File: config.mk
export PLATFORM = sky130hd
export DESIGN_NAME = muldiv_hilo_sequencer_flat
export DESIGN_NICKNAME = d
export VERILOG_FILES = /design/src/rtl/muldiv_hilo_sequencer_if.sv /design/src/rtl/muldiv_hilo_sequencer.sv /design/src/flat_wrapper.sv
export SDC_FILE = /design/constraint.sdc
export NUM_CORES = 1
export LEC_CHECK = 0
export ABC_AREA = 0
export CORE_ASPECT_RATIO = 0.75
export CORE_MARGIN = 10
export CORE_UTILIZATION = 53
export CTS_CLUSTER_SIZE = 28
export DETAILED_ROUTE_END_ITERATION = 7
export PLACE_DENSITY = 0.79
export SETUP_SLACK_MARGIN = 0.5
export SLEW_MARGIN = 20
export SYNTH_ARGS = -nofsm -noshare
export SYNTH_HDL_FRONTEND = slang
export SYNTH_SLANG_ARGS = --single-unit
File: constraint.sdc
create_clock -name clk -period 3.45 [get_ports clk]
set_clock_uncertainty 0.1 [all_clocks]
set_input_delay 0.345 -clock clk [delete_from_list [all_inputs] [get_ports clk]]
set_output_delay 0.345 -clock clk [all_outputs]
set_load 0.005 [all_outputs]
File: src/rtl/muldiv_hilo_sequencer_if.sv
// EX-stage mult/div request and HI/LO access bundle.
interface muldiv_hilo_sequencer_if #(
   parameter int WIDTH = 32
);
   logic             start;
   logic [1:0]       op;
   logic [WIDTH-1:0] operand_a;
   logic [WIDTH-1:0] operand_b;
   logic             hilo_read;
   logic             hilo_sel;
   logic             hilo_write;
   logic [WIDTH-1:0] hilo_wdata;
   logic             stall;
   logic             busy;
   logic             done;
   logic [WIDTH-1:0] hilo_data;
   logic [WIDTH-1:0] hi;
   logic [WIDTH-1:0] lo;

   modport master (
      output start, op, operand_a, operand_b,
      output hilo_read, hilo_sel, hilo_write, hilo_wdata,
      input  stall, busy, done, hilo_data, hi, lo
   );

   modport slave (
      input  start, op, operand_a, operand_b,
      input  hilo_read, hilo_sel, hilo_write, hilo_wdata,
      output stall, busy, done, hilo_data, hi, lo
   );
endinterface

File: src/rtl/muldiv_hilo_sequencer.sv
// Iterative shift-add multiply / restoring divide unit.
// Owns HI/LO and stalls EX on collisions with an op in flight.
module muldiv_hilo_sequencer #(
   parameter int WIDTH = 32
) (
   input logic                    clk,
   input logic                    reset,
   muldiv_hilo_sequencer_if.slave bus
);
   localparam int CW = $clog2(WIDTH);
   localparam logic [CW-1:0] LAST = CW'(WIDTH - 1);

   typedef enum logic [1:0] {
      IDLE,
      PREP,
      RUN,
      FIX
   } state_t;

   state_t             state;
   logic [1:0]         op_q;
   logic [WIDTH-1:0]   a_q;
   logic [WIDTH-1:0]   b_q;
   logic [WIDTH-1:0]   m_q;
   logic [WIDTH-1:0]   hi_q;
   logic [WIDTH-1:0]   lo_q;
   logic [2*WIDTH:0]   work;
   logic [CW-1:0]      cnt;
   logic               q_neg;
   logic               r_neg;
   logic               busy_q;
   logic               done_q;

   logic               is_div;
   logic               is_signed;
   logic               a_neg;
   logic               b_neg;
   logic [WIDTH-1:0]   abs_a;
   logic [WIDTH-1:0]   abs_b;

   assign is_div    = op_q[1];
   assign is_signed = ~op_q[0];
   assign a_neg     = is_signed & a_q[WIDTH-1];
   assign b_neg     = is_signed & b_q[WIDTH-1];
   assign abs_a     = a_neg ? -a_q : a_q;
   assign abs_b     = b_neg ? -b_q : b_q;

   // Multiply: conditional add into upper half, then shift right.
   logic [WIDTH:0]     mul_sum;
   logic [2*WIDTH:0]   mul_next;

   assign mul_sum  = work[2*WIDTH:WIDTH]
                   + (work[0] ? {1'b0, m_q} : '0);
   assign mul_next = {1'b0, mul_sum, work[WIDTH-1:1]};

   // Divide: remainder in upper WIDTH+1 bits, quotient shifts in below.
   logic [WIDTH:0]     shifted;
   logic [WIDTH:0]     diff;
   logic               ge;
   logic [2*WIDTH:0]   div_next;

   assign shifted  = {work[2*WIDTH-1:WIDTH], work[WIDTH-1]};
   assign diff     = shifted - {1'b0, m_q};
   assign ge       = shifted >= {1'b0, m_q};
   assign div_next = {ge ? diff : shifted,
                      work[WIDTH-2:0], ge};

   logic [2*WIDTH-1:0] prod;
   logic [2*WIDTH-1:0] prod_fix;
   logic [WIDTH-1:0]   quo_fix;
   logic [WIDTH-1:0]   rem_fix;
   logic               div_zero;
   logic [WIDTH-1:0]   fix_hi;
   logic [WIDTH-1:0]   fix_lo;

   assign prod     = work[2*WIDTH-1:0];
   assign prod_fix = q_neg ? -prod : prod;
   assign quo_fix  = q_neg ? -work[WIDTH-1:0]
                           : work[WIDTH-1:0];
   assign rem_fix  = r_neg ? -work[2*WIDTH-1:WIDTH]
                           : work[2*WIDTH-1:WIDTH];
   assign div_zero = (b_q == '0);

   always_comb begin
      fix_hi = prod_fix[2*WIDTH-1:WIDTH];
      fix_lo = prod_fix[WIDTH-1:0];
      if (is_div) begin
         fix_hi = div_zero ? a_q : rem_fix;
         fix_lo = div_zero ? '1 : quo_fix;
      end
   end

   always_ff @(posedge clk or negedge reset) begin
      if (!reset) begin
         state  <= IDLE;
         op_q   <= '0;
         a_q    <= '0;
         b_q    <= '0;
         m_q    <= '0;
         hi_q   <= '0;
         lo_q   <= '0;
         work   <= '0;
         cnt    <= '0;
         q_neg  <= 1'b0;
         r_neg  <= 1'b0;
         busy_q <= 1'b0;
         done_q <= 1'b0;
      end else begin
         done_q <= 1'b0;
         unique case (state)
            IDLE: begin
               if (bus.start) begin
                  op_q   <= bus.op;
                  a_q    <= bus.operand_a;
                  b_q    <= bus.operand_b;
                  busy_q <= 1'b1;
                  state  <= PREP;
               end else if (bus.hilo_write) begin
                  if (bus.hilo_sel)
                     hi_q <= bus.hilo_wdata;
                  else
                     lo_q <= bus.hilo_wdata;
               end
            end
            PREP: begin
               m_q   <= is_div ? abs_b : abs_a;
               work  <= {{(WIDTH+1){1'b0}},
                         is_div ? abs_a : abs_b};
               q_neg <= a_neg ^ b_neg;
               r_neg <= a_neg;
               cnt   <= '0;
               state <= RUN;
            end
            RUN: begin
               work <= is_div ? div_next : mul_next;
               cnt  <= cnt + 1'b1;
               if (cnt == LAST) begin
                  done_q <= 1'b1;
                  state  <= FIX;
               end
            end
            FIX: begin
               hi_q   <= fix_hi;
               lo_q   <= fix_lo;
               busy_q <= 1'b0;
               state  <= IDLE;
            end
            default: state <= IDLE;
         endcase
      end
   end

   assign bus.busy      = busy_q;
   assign bus.done      = done_q;
   assign bus.stall     = busy_q & (bus.start | bus.hilo_read
                                    | bus.hilo_write);
   assign bus.hi        = hi_q;
   assign bus.lo        = lo_q;
   assign bus.hilo_data = bus.hilo_sel ? hi_q : lo_q;
endmodule

File: src/flat_wrapper.sv
// flat-port wrapper written by rule: the top's interface ports become plain ports
module muldiv_hilo_sequencer_flat 
#(
   parameter int WIDTH = 32
)
  (clk, reset, bus_start, bus_op, bus_operand_a, bus_operand_b, bus_hilo_read, bus_hilo_sel, bus_hilo_write, bus_hilo_wdata, bus_stall, bus_busy, bus_done, bus_hilo_data, bus_hi, bus_lo);
  muldiv_hilo_sequencer_if #(.WIDTH(WIDTH)) bus_i ();
  input logic clk;
  input logic reset;
  input wire logic [$bits(bus_i.start)-1:0] bus_start;
  input wire logic [$bits(bus_i.op)-1:0] bus_op;
  input wire logic [$bits(bus_i.operand_a)-1:0] bus_operand_a;
  input wire logic [$bits(bus_i.operand_b)-1:0] bus_operand_b;
  input wire logic [$bits(bus_i.hilo_read)-1:0] bus_hilo_read;
  input wire logic [$bits(bus_i.hilo_sel)-1:0] bus_hilo_sel;
  input wire logic [$bits(bus_i.hilo_write)-1:0] bus_hilo_write;
  input wire logic [$bits(bus_i.hilo_wdata)-1:0] bus_hilo_wdata;
  output wire logic [$bits(bus_i.stall)-1:0] bus_stall;
  output wire logic [$bits(bus_i.busy)-1:0] bus_busy;
  output wire logic [$bits(bus_i.done)-1:0] bus_done;
  output wire logic [$bits(bus_i.hilo_data)-1:0] bus_hilo_data;
  output wire logic [$bits(bus_i.hi)-1:0] bus_hi;
  output wire logic [$bits(bus_i.lo)-1:0] bus_lo;
  assign bus_i.start = bus_start;
  assign bus_i.op = bus_op;
  assign bus_i.operand_a = bus_operand_a;
  assign bus_i.operand_b = bus_operand_b;
  assign bus_i.hilo_read = bus_hilo_read;
  assign bus_i.hilo_sel = bus_hilo_sel;
  assign bus_i.hilo_write = bus_hilo_write;
  assign bus_i.hilo_wdata = bus_hilo_wdata;
  assign bus_stall = bus_i.stall;
  assign bus_busy = bus_i.busy;
  assign bus_done = bus_i.done;
  assign bus_hilo_data = bus_i.hilo_data;
  assign bus_hi = bus_i.hi;
  assign bus_lo = bus_i.lo;
  muldiv_hilo_sequencer #(.WIDTH(WIDTH)) u_core (.clk(clk), .reset(reset), .bus(bus_i));
endmodule
# Yosys cells after proc, flatten, opt, wreduce, memory -nomap -nowiden
# Cells that the tools add are included.
# W data, S select, Z words.
# word_totals
register_bits	238
inputBits	104
out_inout_bits	99
wordCells	80
# classes
add_sub_neg	8
n_lt_le_gt_ge	1
n_eq_ne	10
muxes	32
bitwise	7
reduce_logical	9
# op_table
operator	n
$mux W32	18
$pmux W65 S2	1
$neg A32 Y32	4
$pmux W32 S2	2
$mux W65	1
$mux W64	1
$neg A64 Y64	1
$add A33 B33 Y33	1
$ge A33 B32 Y1	1
$mux W33	1
$sub A33 B32 Y33	1
$logic_not A32 Y1	1
$ne A2 B2 Y1 const B	5
$pmux W5 S2	1
$pmux W2 S4	1
$reduce_and A4 Y1	2
$reduce_and A2 Y1	3
$add A5 B1 Y5 const B	1
$eq A5 B5 Y1 const B	1
$eq A2 B2 Y1 const B	2
$mux W2	2
$reduce_bool A2 Y1	2
$and A1 B1 Y1	3
$mux W1	3
other kinds (7)	8

# Longest topological paths before layout
# depth
depth_word	5
depth_mapped	14
depth_no_buf	14

# Worst setup path before layout
# OpenSTA, ideal clock, no wires.
# synth_timing
kind	register to register
startpoint	reg u_core.work[33]
endpoint	reg u_core.hi_q[22], in the netlist u_core.bus.hi[22]
setup_ps	135
arrival_ps	3295
required_time_ps	3215
path_slack_ps	-80
stages_incl_launch_ff	13
n_path_buf	1
synth_period_minus_slack_ps	3530
cell_sequence	dfrtp_1 inv_1 ha_1 or4b_1 or4_1 or4_1 clkbuf_1 or3_1 o21ai_0 xor2_1 o221ai_1 o21ai_0 o21ai_0
# synth_between
elab_chain_cells	5
elab_cells_between_ends	7
cone_classes	add/sub: 2; mux: 5
# synth_lines
element	line_no	source
start, declared	muldiv_hilo_sequencer.sv:27	logic [2*WIDTH:0] work;
start signal, assigned	muldiv_hilo_sequencer.sv:127	work <= {{(WIDTH+1){1'b0}},
start signal, assigned	muldiv_hilo_sequencer.sv:135	work <= is_div ? div_next : mul_next;
$neg A32 Y32	muldiv_hilo_sequencer.sv:80	assign rem_fix = r_neg ? -work[2*WIDTH-1:WIDTH]
$mux W32	muldiv_hilo_sequencer.sv:80	
$mux W32	muldiv_hilo_sequencer.sv:88	fix_hi = div_zero ? a_q : rem_fix;
$mux W32 *	muldiv_hilo_sequencer.sv:87	if (is_div) begin
$pmux W32 S2 *	muldiv_hilo_sequencer.sv:110	unique case (state)
end signal, assigned	muldiv_hilo_sequencer.sv:120	hi_q <= bus.hilo_wdata;
end signal, assigned	muldiv_hilo_sequencer.sv:143	hi_q <= fix_hi;
end, declared	muldiv_hilo_sequencer.sv:25	logic [WIDTH-1:0] hi_q;
# Mark *: on every way between the ends. The rest lies on a longest branch, timed or not.
# A chain may end at the register's enable or synchronous reset.

# Worst setup path after layout
# layout_timing
startpoint	reg u_core.work[0]
endpoint	reg u_core.work[57]
# layout_between
elab_chain_cells	4
# layout_lines
element	line_no	source
$mux W32	muldiv_hilo_sequencer.sv:53	+ (work[0] ? {1'b0, m_q} : '0);
$add A33 B33 Y33	muldiv_hilo_sequencer.sv:53	
$mux W65	muldiv_hilo_sequencer.sv:135	
$pmux W65 S2	muldiv_hilo_sequencer.sv:110	
# No other way between the ends.

==> out/qor.yml <==
worst_setup_path:
  crit_top_cell: "buf_6"
  critPathLaunchType: "flop"
  critPathMaxFanout: 6
  r2r_slack_ns: 0.06
  slowest_delay_ns: 0.49
  cp_data_required_time_ns: 3.77
  crit_type: "flop to flop"
  reg2reg_depth: 15
  critPathBufInv: 4
  cp_slowest_cell: "dfrtp_2"
  path_cells: "clkinvlp_4 -> buf_6 -> buf_6 -> nor2_4 -> ha_4 -> a21oi_2 -> nand2_1 -> o211ai_1 -> a32oi_4 -> buf_6 -> a31oi_4 -> xor2_1 -> nor2_1 -> a311oi_2 -> o22ai_1"
  reg2reg_to: "u_core.work[57]"
  critPathCaptureType: "flop"
  arrival_ns: 3.71
  path_delay_family: "compound AO/OA/AOI/OAI gates"
  regToRegStartpoint: "u_core.work[0]"
sta:
  worst_pin_slew_ns: 0.741
  rsz0062_at_grt: "yes"
  setup_viol: 0
  hold_viol: 0
  min_period_ns: 3.39
  timing.slew.headroom_pct: 50.1
  fmax_mhz: 295
  slew_violations: 0
  fin_hold_ws_ns: 0.221
  post-route-period-util_pct: 98.2
  setup_slack_ns: 0.0610
clocking:
  cts_buffers: 26
  worstSkewPairLatency_ns: 0.58
  clkTransAtPathRegs_ns: 0.07
  h-tree-depth: 1
  clockBufferDepth: 3
  cts-root-buf: "clkbuf_16"
  cts_sinks: 238
  cts_tree: "done"
grt:
  grt_pass1_vias: 19300
  globalRouteTotalUtil_pct: 35.8
  grt_overflow: 0
  antenna_found_initial: 1
  grt_max_degree: 112
  grt_pass1_wl_mm: 121
synth:
  synth_edf_count: 0
  netlist_area_um2: 18700
  ys_ff_latch: 238
  async_flop_share_pct: 100
  syn_inst: 2236
  ys.flop_type: "dfrtp_1"
  ys_seq_area_share_pct: 31.9
  yosysUniqueCellTypes: 75
  synth_nets: 2416
  yosysWarnings: 0
  syn_area_per_cell_um2: 8.35
detailed_routing:
  drt-initial-drc-count: 2818
  vias_per_cell: 6.48
  ant_nets: 0
  vias: 20600
  drt_first_pass_iters: 6
  drc: 0
  routed_wl_mm: 83.0
  wl_per_cell_um: 26.0
placement:
  hpwl_mm: 60.9
  dp_slack_ns: -0.211
  place.port_buffers: 202
  place_congestion: 1.04
floorplanning:
  die_h_um: 183
  coreArea_um2: 34700
  ios: 203
  placementRows: 59
  initial_core_util_pct: 53.8
  die_w_um: 237
  die_area_um2: 43200
finish:
  diodes: 0
  drive_above_1_share_pct: 35.4
  area_delta_synth_final_pct: 46.5
  fin_nets: 2892
min_path:
  hold_class: "primary input to asynchronous set/reset pin"
run_status:
  status: "finished, final reports clean"
run:
  cap_violations: 0
## cell type report
class	instances	area [µm²]
clock inverter	13	161
multi-input combinational	1764	14200
clock buffer	34	711
timing repair buffer	592	5380
inverter	89	342
fill	2297	7350
tap	457	572
sequential	238	5990
timing repair inverter	1	7.51
## per-layer routing
layer | track usage (%) | vias up | routed length [µm]
li1 | - | 8989 | -
met1 | 50.3 | 10100 | 33800
met2 | 50.9 | 1380 | 34500
met3 | 11.9 | 207 | 11600
met4 | 10.6 | 0 | 3140
met5 | 0 | - | 0
## synth_stat cells, types with 6 or more instances
library cell | number | area (µm²)
a211oi_1 | 38 | 285
a21boi_0 | 6 | 45.0
a21o_1 | 32 | 240
a21oi_1 | 169 | 846
a31oi_1 | 22 | 138
and2_1 | 6 | 37.5
and3_1 | 9 | 56.3
buf_1 | 15 | 56.3
clkbuf_1 | 127 | 477
dfrtp_1 | 238 | 5960
ha_1 | 74 | 926
inv_1 | 88 | 330
mux2_2 | 127 | 1430
mux2i_1 | 38 | 380
mux4_2 | 7 | 158
nand2_1 | 210 | 788
nand2b_1 | 17 | 106
nand3_1 | 28 | 140
nand4_1 | 13 | 81.3
nor2_1 | 224 | 841
nor2b_1 | 14 | 87.6
nor3_1 | 35 | 175
nor3b_1 | 10 | 75.1
nor4_1 | 9 | 56.3
o211ai_1 | 36 | 270
o21a_1 | 9 | 67.6
o21ai_0 | 212 | 1060
o21bai_1 | 6 | 45.0
o221ai_1 | 14 | 123
o22ai_1 | 42 | 263
o31ai_1 | 25 | 188
o32ai_1 | 7 | 61.3
o41ai_1 | 15 | 131
or2_2 | 8 | 50.1
or3_1 | 24 | 150
or4_1 | 13 | 97.6
xnor2_1 | 132 | 1160
xor2_1 | 72 | 631
## what timing repair did
item / CTS / global route
cloned: 5 / 1
buffers inserted: 57 / 58
gates resized for setup: 307 / 251
setup endpoints to repair: 111 / 122
hold endpoints to repair: 73 / 0
hold buffers: 1 / 0
pin swaps: 107 / 147
## sequential cells by signal (all words and copies together) (netlist names), 5 cells and up
register / cells
u_core.bus.hi: 32
u_core.a_q: 32
u_core.m_q: 32
u_core.work: 65
u_core.b_q: 32
u_core.bus.lo: 32
u_core.cnt: 5
## per-stage QoR
stage	instances	util, %	TNS [ns]	cell area (µm²)
floorplan	2236	-	0	18900
global placement	3019	66.4	-0.312	23000
detailed placement	3019	66.4	-0.583	23000
CTS	3129	74.0	0	25700
global route	3188	78.8	-0.181	27300
finish	3188	78.8	0	27300
## cells by family (layout without fill, tap and decap cells)
family / after synthesis / count (layout) / share of synthesized area, %
XOR/XNOR: 204 / 204 / 9.57
multiplexers: 175 / 175 / 11.0
adder cells (fa/ha/maj): 76 / 76 / 5.17
flip-flops: 238 / 238 / 31.9
AO/OA/AOI/OAI: 671 / 671 / 22.1
buffers and inverters: 235 / 729 / 4.79
AND/OR/NAND/NOR: 637 / 638 / 15.5
## cell usage in the layout (no fill, tap or decap), types with 38 or more instances in the layout
master and instances:
buf_4 325, dfrtp_1 213, clkdlybuf4s50_1 201, nor2_1 196, nand2_1 190, a21oi_1 132, o21ai_0 130, mux2_2 126
xnor2_1 109, xor2_1 66, inv_1 57, o21ai_1 57, buf_6 43, mux2i_1 38
## how the worst max path moves through the flow
| stage | from | endpoint | slack (ns) | cells after the start |
|---|---|---|---|---|
| floorplan | u_core.work[33] | u_core.bus.hi[22] | 0.17 | 12 |
| global placement | u_core.work[44] | u_core.bus.hi[25] | -0.12 | 11 |
| detailed placement | u_core.work[0] | u_core.work[62] | -0.21 | 14 |
| CTS | u_core.work[0] | u_core.work[62] | 0.12 | 13 |
| global route | u_core.work[0] | u_core.work[57] | -0.11 | 15 |
| finish | u_core.work[0] | u_core.work[57] | 0.06 | 15 |
Power is left out: the tool's default activity adds up to more than one toggle a clock period on the data nets, which glitch-free logic cannot reach.
